## config.mk

```make
export PLATFORM = sky130hd
export DESIGN_NAME = rv_multicycle_ctrl_flat
export DESIGN_NICKNAME = d
export VERILOG_FILES = /design/src/rtl/rv_multicycle_ctrl_pkg.sv /design/src/rtl/rv_multicycle_ctrl_if.sv /design/src/rtl/rv_multicycle_ctrl_wait_timer.sv /design/src/rtl/rv_multicycle_ctrl.sv /design/src/flat_wrapper.sv
export SDC_FILE = /design/constraint.sdc
export NUM_CORES = 1
export LEC_CHECK = 0
export ABC_AREA = 1
export BUFFER_PORTS_ARGS = -buffer_cell sky130_fd_sc_hd__buf_2
export CAP_MARGIN = 20
export CORE_ASPECT_RATIO = 1.4
export CORE_UTILIZATION = 50
export DETAILED_ROUTE_END_ITERATION = 12
export GPL_ROUTABILITY_DRIVEN = 0
export HOLD_SLACK_MARGIN = 0.05
export PLACE_DENSITY_LB_ADDON = 0.25
export SKIP_CTS_REPAIR_TIMING = 1
export SYNTH_ARGS = -nofsm -noshare
export SYNTH_HDL_FRONTEND = slang
export SYNTH_SLANG_ARGS = --single-unit
```

## constraint.sdc

```tcl
create_clock -name clk -period 1.58 [get_ports clk]
set_input_delay 0.079 -clock clk [delete_from_list [all_inputs] [get_ports clk]]
set_output_delay 0.079 -clock clk [all_outputs]
set_load 0.03 [all_outputs]
```

## src/rtl/rv_multicycle_ctrl_pkg.sv

```systemverilog
`default_nettype none
// +----------------------------------------------------------------------------+
// | Module   : rv_multicycle_ctrl_pkg                                          |
// | Purpose  : Shared state encodings and trap cause codes for the multi-cycle |
// |            sequencer; the decoder and trap/CSR logic reuse the cause codes.|
// | Ports    : none (package)                                                  |
// | Revision : 1.0  initial release                                            |
// +----------------------------------------------------------------------------+
package rv_multicycle_ctrl_pkg;

  typedef enum logic [2:0] {
    ST_IDLE   = 3'd0,
    ST_FETCH  = 3'd1,
    ST_DECODE = 3'd2,
    ST_EXEC   = 3'd3,
    ST_MEM    = 3'd4,
    ST_WB     = 3'd5,
    ST_TRAP   = 3'd6
  } state_e;

  localparam logic [1:0] c_cause_illegal = 2'd0;
  localparam logic [1:0] c_cause_ecall   = 2'd1;
  localparam logic [1:0] c_cause_ebreak  = 2'd2;
  localparam logic [1:0] c_cause_bus     = 2'd3;

endpackage
`default_nettype wire

```

## src/rtl/rv_multicycle_ctrl_if.sv

```systemverilog
`default_nettype none
// +----------------------------------------------------------------------------+
// | Module   : rv_multicycle_ctrl_if                                           |
// | Purpose  : Groups decoder controls, memory handshakes, trap handshake and  |
// |            datapath enables of the sequencer.                              |
// | Modports : master - the sequencer (consumes dec_*/ready/ack, drives reqs)  |
// |            slave  - decoder/datapath/memory side                           |
// | Revision : 1.0  initial release                                            |
// +----------------------------------------------------------------------------+
interface rv_multicycle_ctrl_if #(
  parameter int CNT_W = 32
);
  logic             run_en;
  logic             dec_reg_write;
  logic             dec_mem_read;
  logic             dec_mem_write;
  logic             dec_branch;
  logic             dec_jump;
  logic             dec_ecall;
  logic             dec_ebreak;
  logic             dec_illegal;
  logic             branch_taken;
  logic             imem_ready;
  logic             dmem_ready;
  logic             trap_ack;
  logic             imem_req;
  logic             ir_we;
  logic             dmem_req;
  logic             dmem_we;
  logic             rf_we;
  logic             pc_we;
  logic             pc_sel;
  logic             trap_valid;
  logic [1:0]       trap_cause;
  logic             busy;
  logic [CNT_W-1:0] instret_count;

  modport master (
    input  run_en, dec_reg_write, dec_mem_read, dec_mem_write, dec_branch,
           dec_jump, dec_ecall, dec_ebreak, dec_illegal, branch_taken,
           imem_ready, dmem_ready, trap_ack,
    output imem_req, ir_we, dmem_req, dmem_we, rf_we, pc_we, pc_sel,
           trap_valid, trap_cause, busy, instret_count
  );

  modport slave (
    output run_en, dec_reg_write, dec_mem_read, dec_mem_write, dec_branch,
           dec_jump, dec_ecall, dec_ebreak, dec_illegal, branch_taken,
           imem_ready, dmem_ready, trap_ack,
    input  imem_req, ir_we, dmem_req, dmem_we, rf_we, pc_we, pc_sel,
           trap_valid, trap_cause, busy, instret_count
  );
endinterface
`default_nettype wire

```

## src/rtl/rv_multicycle_ctrl_wait_timer.sv

```systemverilog
`default_nettype none
// +----------------------------------------------------------------------------+
// | Module   : ctrl_wait_timer                                                 |
// | Purpose  : Saturating wait counter shared by the FETCH and MEM waits.      |
// |            expired_o is high while the count sits at TIMEOUT-1.            |
// | Ports    : clk, rst_n (async active-low), clr_i (highest priority clear),  |
// |            en_i (count up), expired_o                                      |
// | Revision : 1.0  initial release                                            |
// +----------------------------------------------------------------------------+
module ctrl_wait_timer #(
  parameter int TIMEOUT = 16
) (
  input  wire logic clk,
  input  wire logic rst_n,
  input  wire logic clr_i,
  input  wire logic en_i,
  output logic      expired_o
);
  localparam int             CW    = (TIMEOUT > 2) ? $clog2(TIMEOUT) : 1;
  localparam logic [CW-1:0]  c_max = CW'(TIMEOUT - 1);

  logic [CW-1:0] cnt_q;

  always_ff @(posedge clk or negedge rst_n) begin
    if (!rst_n) begin
      cnt_q <= '0;
    end else if (clr_i) begin
      cnt_q <= '0;
    end else if (en_i && (cnt_q != c_max)) begin
      cnt_q <= cnt_q + 1'b1;
    end
  end

  assign expired_o = (cnt_q == c_max);
endmodule
`default_nettype wire

```

## src/rtl/rv_multicycle_ctrl.sv

```systemverilog
`default_nettype none
// +----------------------------------------------------------------------------+
// | Module   : rv_multicycle_ctrl                                              |
// | Purpose  : Multi-cycle instruction sequencer: FETCH/DECODE/EXEC/MEM/WB with|
// |            trap handling and a retired-instruction counter.                |
// | Ports    : clk, rst_n (async active-low), bus (rv_multicycle_ctrl_if       |
// |            master: decoder controls, imem/dmem handshakes, trap handshake, |
// |            datapath enables, busy, instret_count)                          |
// | Revision : 1.0  initial release                                            |
// +----------------------------------------------------------------------------+
module rv_multicycle_ctrl
  import rv_multicycle_ctrl_pkg::*;
#(
  parameter int TIMEOUT = 16,
  parameter int CNT_W   = 32
) (
  input  wire logic           clk,
  input  wire logic           rst_n,
  rv_multicycle_ctrl_if.master bus
);
  state_e           state_q, state_d;
  logic [1:0]       cause_q, cause_d;
  logic [CNT_W-1:0] instret_q;
  logic             reg_write_q, mem_read_q, mem_write_q, branch_q, jump_q;
  logic             taken_q;
  logic             w_retire;
  logic             w_expired;
  logic             w_timer_clr;
  logic             w_timer_en;

  // Any state change restarts the wait; only FETCH/MEM accumulate it.
  assign w_timer_clr = (state_d != state_q);
  assign w_timer_en  = (state_q == ST_FETCH) || (state_q == ST_MEM);

  ctrl_wait_timer #(
    .TIMEOUT (TIMEOUT)
  ) u_wait_timer (
    .clk       (clk),
    .rst_n     (rst_n),
    .clr_i     (w_timer_clr),
    .en_i      (w_timer_en),
    .expired_o (w_expired)
  );

  always_ff @(posedge clk or negedge rst_n) begin
    if (!rst_n) begin
      state_q     <= ST_IDLE;
      cause_q     <= 2'd0;
      instret_q   <= '0;
      reg_write_q <= 1'b0;
      mem_read_q  <= 1'b0;
      mem_write_q <= 1'b0;
      branch_q    <= 1'b0;
      jump_q      <= 1'b0;
      taken_q     <= 1'b0;
    end else begin
      state_q <= state_d;
      cause_q <= cause_d;
      if (w_retire) begin
        instret_q <= instret_q + 1'b1;
      end
      if (state_q == ST_DECODE) begin
        reg_write_q <= bus.dec_reg_write;
        mem_read_q  <= bus.dec_mem_read;
        mem_write_q <= bus.dec_mem_write;
        branch_q    <= bus.dec_branch;
        jump_q      <= bus.dec_jump;
      end
      // Keep the compare result for a branch that continues on to WB.
      if (state_q == ST_EXEC) begin
        taken_q <= bus.branch_taken;
      end
    end
  end

  always_comb begin
    state_d        = state_q;
    cause_d        = cause_q;
    w_retire       = 1'b0;
    bus.imem_req   = 1'b0;
    bus.ir_we      = 1'b0;
    bus.dmem_req   = 1'b0;
    bus.dmem_we    = 1'b0;
    bus.rf_we      = 1'b0;
    bus.pc_we      = 1'b0;
    bus.pc_sel     = 1'b0;
    bus.trap_valid = 1'b0;
    bus.trap_cause = 2'd0;
    bus.busy       = (state_q != ST_IDLE);

    case (state_q)
      ST_IDLE: begin
        if (bus.run_en) state_d = ST_FETCH;
      end
      ST_FETCH: begin
        bus.imem_req = 1'b1;
        if (bus.imem_ready) begin
          bus.ir_we = 1'b1;
          state_d   = ST_DECODE;
        end else if (w_expired) begin
          state_d = ST_TRAP;
          cause_d = c_cause_bus;
        end
      end
      ST_DECODE: begin
        if (bus.dec_illegal) begin
          state_d = ST_TRAP;
          cause_d = c_cause_illegal;
        end else if (bus.dec_ecall) begin
          state_d = ST_TRAP;
          cause_d = c_cause_ecall;
        end else if (bus.dec_ebreak) begin
          state_d = ST_TRAP;
          cause_d = c_cause_ebreak;
        end else begin
          state_d = ST_EXEC;
        end
      end
      ST_EXEC: begin
        if (mem_read_q || mem_write_q) begin
          state_d = ST_MEM;
        end else if (reg_write_q) begin
          state_d = ST_WB;
        end else begin
          bus.pc_we  = 1'b1;
          bus.pc_sel = jump_q | (branch_q & bus.branch_taken);
          w_retire   = 1'b1;
          state_d    = bus.run_en ? ST_FETCH : ST_IDLE;
        end
      end
      ST_MEM: begin
        bus.dmem_req = 1'b1;
        bus.dmem_we  = mem_write_q;
        if (bus.dmem_ready) begin
          if (mem_read_q) begin
            state_d = ST_WB;
          end else begin
            bus.pc_we = 1'b1;
            w_retire  = 1'b1;
            state_d   = bus.run_en ? ST_FETCH : ST_IDLE;
          end
        end else if (w_expired) begin
          state_d = ST_TRAP;
          cause_d = c_cause_bus;
        end
      end
      ST_WB: begin
        bus.rf_we  = reg_write_q;
        bus.pc_we  = 1'b1;
        bus.pc_sel = jump_q | (branch_q & taken_q);
        w_retire   = 1'b1;
        state_d    = bus.run_en ? ST_FETCH : ST_IDLE;
      end
      ST_TRAP: begin
        bus.trap_valid = 1'b1;
        bus.trap_cause = cause_q;
        if (bus.trap_ack) state_d = ST_IDLE;
      end
      default: begin
        state_d = ST_IDLE;
      end
    endcase
  end

  assign bus.instret_count = instret_q;
endmodule
`default_nettype wire

```

## src/flat_wrapper.sv

```systemverilog
// flat-port wrapper written by rule: the top's interface ports become plain ports
module rv_multicycle_ctrl_flat import rv_multicycle_ctrl_pkg::*;
#(
  parameter int TIMEOUT = 16,
  parameter int CNT_W   = 32
)
  (clk, rst_n, bus_run_en, bus_dec_reg_write, bus_dec_mem_read, bus_dec_mem_write, bus_dec_branch, bus_dec_jump, bus_dec_ecall, bus_dec_ebreak, bus_dec_illegal, bus_branch_taken, bus_imem_ready, bus_dmem_ready, bus_trap_ack, bus_imem_req, bus_ir_we, bus_dmem_req, bus_dmem_we, bus_rf_we, bus_pc_we, bus_pc_sel, bus_trap_valid, bus_trap_cause, bus_busy, bus_instret_count);
  rv_multicycle_ctrl_if #(.CNT_W(CNT_W)) bus_i ();
  input  wire logic clk;
  input  wire logic rst_n;
  input wire logic [$bits(bus_i.run_en)-1:0] bus_run_en;
  input wire logic [$bits(bus_i.dec_reg_write)-1:0] bus_dec_reg_write;
  input wire logic [$bits(bus_i.dec_mem_read)-1:0] bus_dec_mem_read;
  input wire logic [$bits(bus_i.dec_mem_write)-1:0] bus_dec_mem_write;
  input wire logic [$bits(bus_i.dec_branch)-1:0] bus_dec_branch;
  input wire logic [$bits(bus_i.dec_jump)-1:0] bus_dec_jump;
  input wire logic [$bits(bus_i.dec_ecall)-1:0] bus_dec_ecall;
  input wire logic [$bits(bus_i.dec_ebreak)-1:0] bus_dec_ebreak;
  input wire logic [$bits(bus_i.dec_illegal)-1:0] bus_dec_illegal;
  input wire logic [$bits(bus_i.branch_taken)-1:0] bus_branch_taken;
  input wire logic [$bits(bus_i.imem_ready)-1:0] bus_imem_ready;
  input wire logic [$bits(bus_i.dmem_ready)-1:0] bus_dmem_ready;
  input wire logic [$bits(bus_i.trap_ack)-1:0] bus_trap_ack;
  output wire logic [$bits(bus_i.imem_req)-1:0] bus_imem_req;
  output wire logic [$bits(bus_i.ir_we)-1:0] bus_ir_we;
  output wire logic [$bits(bus_i.dmem_req)-1:0] bus_dmem_req;
  output wire logic [$bits(bus_i.dmem_we)-1:0] bus_dmem_we;
  output wire logic [$bits(bus_i.rf_we)-1:0] bus_rf_we;
  output wire logic [$bits(bus_i.pc_we)-1:0] bus_pc_we;
  output wire logic [$bits(bus_i.pc_sel)-1:0] bus_pc_sel;
  output wire logic [$bits(bus_i.trap_valid)-1:0] bus_trap_valid;
  output wire logic [$bits(bus_i.trap_cause)-1:0] bus_trap_cause;
  output wire logic [$bits(bus_i.busy)-1:0] bus_busy;
  output wire logic [$bits(bus_i.instret_count)-1:0] bus_instret_count;
  assign bus_i.run_en = bus_run_en;
  assign bus_i.dec_reg_write = bus_dec_reg_write;
  assign bus_i.dec_mem_read = bus_dec_mem_read;
  assign bus_i.dec_mem_write = bus_dec_mem_write;
  assign bus_i.dec_branch = bus_dec_branch;
  assign bus_i.dec_jump = bus_dec_jump;
  assign bus_i.dec_ecall = bus_dec_ecall;
  assign bus_i.dec_ebreak = bus_dec_ebreak;
  assign bus_i.dec_illegal = bus_dec_illegal;
  assign bus_i.branch_taken = bus_branch_taken;
  assign bus_i.imem_ready = bus_imem_ready;
  assign bus_i.dmem_ready = bus_dmem_ready;
  assign bus_i.trap_ack = bus_trap_ack;
  assign bus_imem_req = bus_i.imem_req;
  assign bus_ir_we = bus_i.ir_we;
  assign bus_dmem_req = bus_i.dmem_req;
  assign bus_dmem_we = bus_i.dmem_we;
  assign bus_rf_we = bus_i.rf_we;
  assign bus_pc_we = bus_i.pc_we;
  assign bus_pc_sel = bus_i.pc_sel;
  assign bus_trap_valid = bus_i.trap_valid;
  assign bus_trap_cause = bus_i.trap_cause;
  assign bus_busy = bus_i.busy;
  assign bus_instret_count = bus_i.instret_count;
  rv_multicycle_ctrl #(.TIMEOUT(TIMEOUT), .CNT_W(CNT_W)) u_core (.clk(clk), .rst_n(rst_n), .bus(bus_i));
endmodule
```

==> results.txt <==
endpoints failing setup: 5
Cell Area, Synth: 0.002790 mm²
Worst-Margin Slew: 0.4692 ns
share of the clock period used by the worst path: 101.2%
switch share: 45.22%
aggregate global routing overflow: 0
I/O pin count: 58
floorplan die width: 65.14 µm
core region area: 0.005275 mm²
maximum buffer depth of the clock tree: 2
Psw: 2.247 mW
required arrival time at the worst endpoint: 1.77 ns
worst-case hold slack: 0.07384 ns
all-layer global routing usage: 25.12%
number of unique standard cell types used by synthesis: 24
Max FO, Critical Path: 5
maximum number of pins on one net before global-route repair: 29
sequential-to-total area share from yosys stat: 42.15%
mean instance size in the synthesized netlist: 7.323 µm²
per-cell via count in the routed design: 5.120
HPWL reported at the end of detailed placement: 5390 µm
post-synthesis register bit count: 47
antenna-violating nets left: 0
Final Total Pwr: 4.969 mW
final period demand of the worst path: 1.600 ns
effective utilization at floorplan: 52.89%
number of antenna violations at the first check in global routing: 0
most common flop cell mapped by yosys: sky130_fd_sc_hd__dfrtp_1
share of power burned in combinational logic: 51.5%
category of the critical setup timing path: reg -> reg
clk sinks: 47
vertical extent of the die: 90.39 µm
worst min-delay path class: in -> reg
power per cell area: 1253 mW/mm²
Synth Net Count: 398
cell total after placement: 532
violated checks: negative setup slack
final sum of negative setup slack: -0.04638 ns
detailed router's first-iteration violation count: 175
vias in the first global route: 2744
peak supply drop: 0.0009224 V
aggregate routed wire length: 7500 µm
Clk pin slew, worst setup/hold paths: 0.08 ns
Pint: 2.722 mW
Critical Path Start Type: flop
worst-case headroom to the max-slew limit: 68.72%
most frequent cells in the layout: sky130_fd_sc_hd__nand2_1, sky130_fd_sc_hd__buf_2, sky130_fd_sc_hd__inv_1
final worst clock skew: 0.01399 ns
Post-layout nets: 508
maximum operating frequency: 625.2 MHz
fraction of registers with async set or reset after synthesis: 100.0%
remaining design rule violation count: 0
Inserted Clock Buffers: 5
layout cells sized above 1: 38.82%
H-tree levels: 2
P&R area growth vs syn: 42.11%
clock tree from TritonCTS: done
max-cap violation count: 0
outcome: finished with violations
area of the die: 0.005888 mm²
drt wl/cell: 13.44 µm
number of diodes added for antenna fixing: 0
final count of hold timing violations: 0
wire length of the first global-routing pass: 11570 µm
data arrival time of the worst path: 1.79 ns
sequential share of power: 34.3%
vias after detailed routing: 2857
type of destination of the critical path: flop
area of all placed cells without fillers: 0.003965 mm²
clock root cell: sky130_fd_sc_hd__clkbuf_8
Gate Count Post-Synth: 381
Clock Power Share: 14.2%
count of flip-flops with a built-in enable after synthesis: 0
most common cell after layout, fill and taps aside: sky130_fd_sc_hd__nand2_1
later-pin clock latency in the skew report: 0.30 ns
final setup margin: -0.01958 ns
reported leakage power: 1.994 nW
site row count: 31
DRT Pass-1 Iters: 4
Port Buffers: 57
Max Transition Viols Final: 0
Fill cells: 435
total cell area at the placement stage: 0.003415 mm²
number of warnings printed during yosys synthesis: 0
number of standard cells in the layout, taps in and fillers out: 558
setup repair after global routing missed its margin: true
-- flip-flops by register name (all words and copies together), names as in the netlist --
| register | flops |
|---|---|
| u_core.branch_q | 1 |
| u_core.bus.instret_count | 32 |
| u_core.cause_q | 2 |
| u_core.jump_q | 1 |
| u_core.mem_read_q | 1 |
| u_core.mem_write_q | 1 |
| u_core.reg_write_q | 1 |
| u_core.state_q | 3 |
| u_core.taken_q | 1 |
| u_core.u_wait_timer.cnt_q | 4 |
-- critical path: stages, from the launching register on --
cell                      delay, ns
sky130_fd_sc_hd__dfrtp_2       0.47
sky130_fd_sc_hd__nor2_4        0.14
sky130_fd_sc_hd__nand2_2       0.07
sky130_fd_sc_hd__inv_2         0.07
sky130_fd_sc_hd__nand3_2       0.08
sky130_fd_sc_hd__nand3_4       0.12
sky130_fd_sc_hd__buf_6         0.12
sky130_fd_sc_hd__nand2_2       0.08
sky130_fd_sc_hd__nor2_4        0.15
sky130_fd_sc_hd__nand2_2       0.05
sky130_fd_sc_hd__xor2_1        0.14
-- cells in the mapped netlist, drive strengths merged (3+ instances only) --
cell   instances  share of area, %
nand3         29               6.4
a21oi         10               1.8
xnor2          5               1.6
nor3          23               4.7
dfrtp         47                42
inv           52               7.0
xor2          26               8.2
nor2          48               6.8
buf            4              0.81
nand4          3              0.67
o21ai         10               1.8
nand2        119                16
-- stage by stage --
step / util (%) / setup slack, ns
floorplan: - / 0.002011
global placement: 64.73 / 0.008330
detailed placement: 64.73 / -0.03617
CTS: 66.25 / -0.2432
global route: 75.17 / -0.1378
finish: 75.17 / -0.01958
-- logic make-up (layout without fill, tap and decap cells) --
| family | count (synthesis) | after routing | share of synthesized area, % |
|---|---|---|---|
| multiplexers | 1 | 1 | 0.4036 |
| buffers and inverters | 56 | 167 | 7.803 |
| AND/OR/NAND/NOR | 222 | 222 | 34.89 |
| XOR/XNOR | 31 | 31 | 9.731 |
| flip-flops | 47 | 47 | 42.15 |
| adder cells (fa/ha/maj) | 2 | 2 | 0.8967 |
| AO/OA/AOI/OAI | 22 | 22 | 4.126 |
-- path summary, 6_finish.rpt --
kind / from / endpoint / slack, ns / cells past startpoint
min reg2reg: u_core.bus.instret_count[6] / u_core.bus.instret_count[6] / 0.49 / 1
min in group asynchronous: rst_n / u_core.bus.instret_count[9] / 0.25 / 2
max in group asynchronous: rst_n / u_core.state_q[1] / 0.80 / 3
max reg2reg: u_core.state_q[0] / u_core.bus.instret_count[25] / -0.02 / 10
max: u_core.state_q[0] / u_core.bus.instret_count[25] / -0.02 / 10
min: bus_dec_ecall / u_core.cause_q[0] / 0.07 / 3
-- power by group through the flow --
stage               sequential [mW]  clock, mW  combinational, mW
floorplan                      1.80          0               1.19
global route                   1.74      0.751               2.80
global placement               1.66          0               2.02
finish                         1.70      0.706               2.56
CTS                            1.65      0.714               2.07
detailed placement             1.68          0               2.05
-- cell type report --
| cell class | count | area, µm² | area share, % |
|---|---|---|---|
| multi-input cells | 278 | 1682 | 42.41 |
| flip-flops and latches | 47 | 1191 | 30.04 |
| repair buffers | 107 | 729.5 | 18.40 |
| inverters | 52 | 200.2 | 5.049 |
| well taps | 66 | 82.58 | 2.083 |
| clock buffers | 8 | 80.08 | 2.020 |
-- metal layers --
metal	global-route usage (%)	part of all wire, %	vias to the layer above
li1	-	-	1406
met1	26.09	38	1362
met2	47.57	57	73
met3	4.545	3.0	16
met4	10.33	2.4	0
met5	0	0	-
Note: power is estimated with default switching activity, not from simulation.
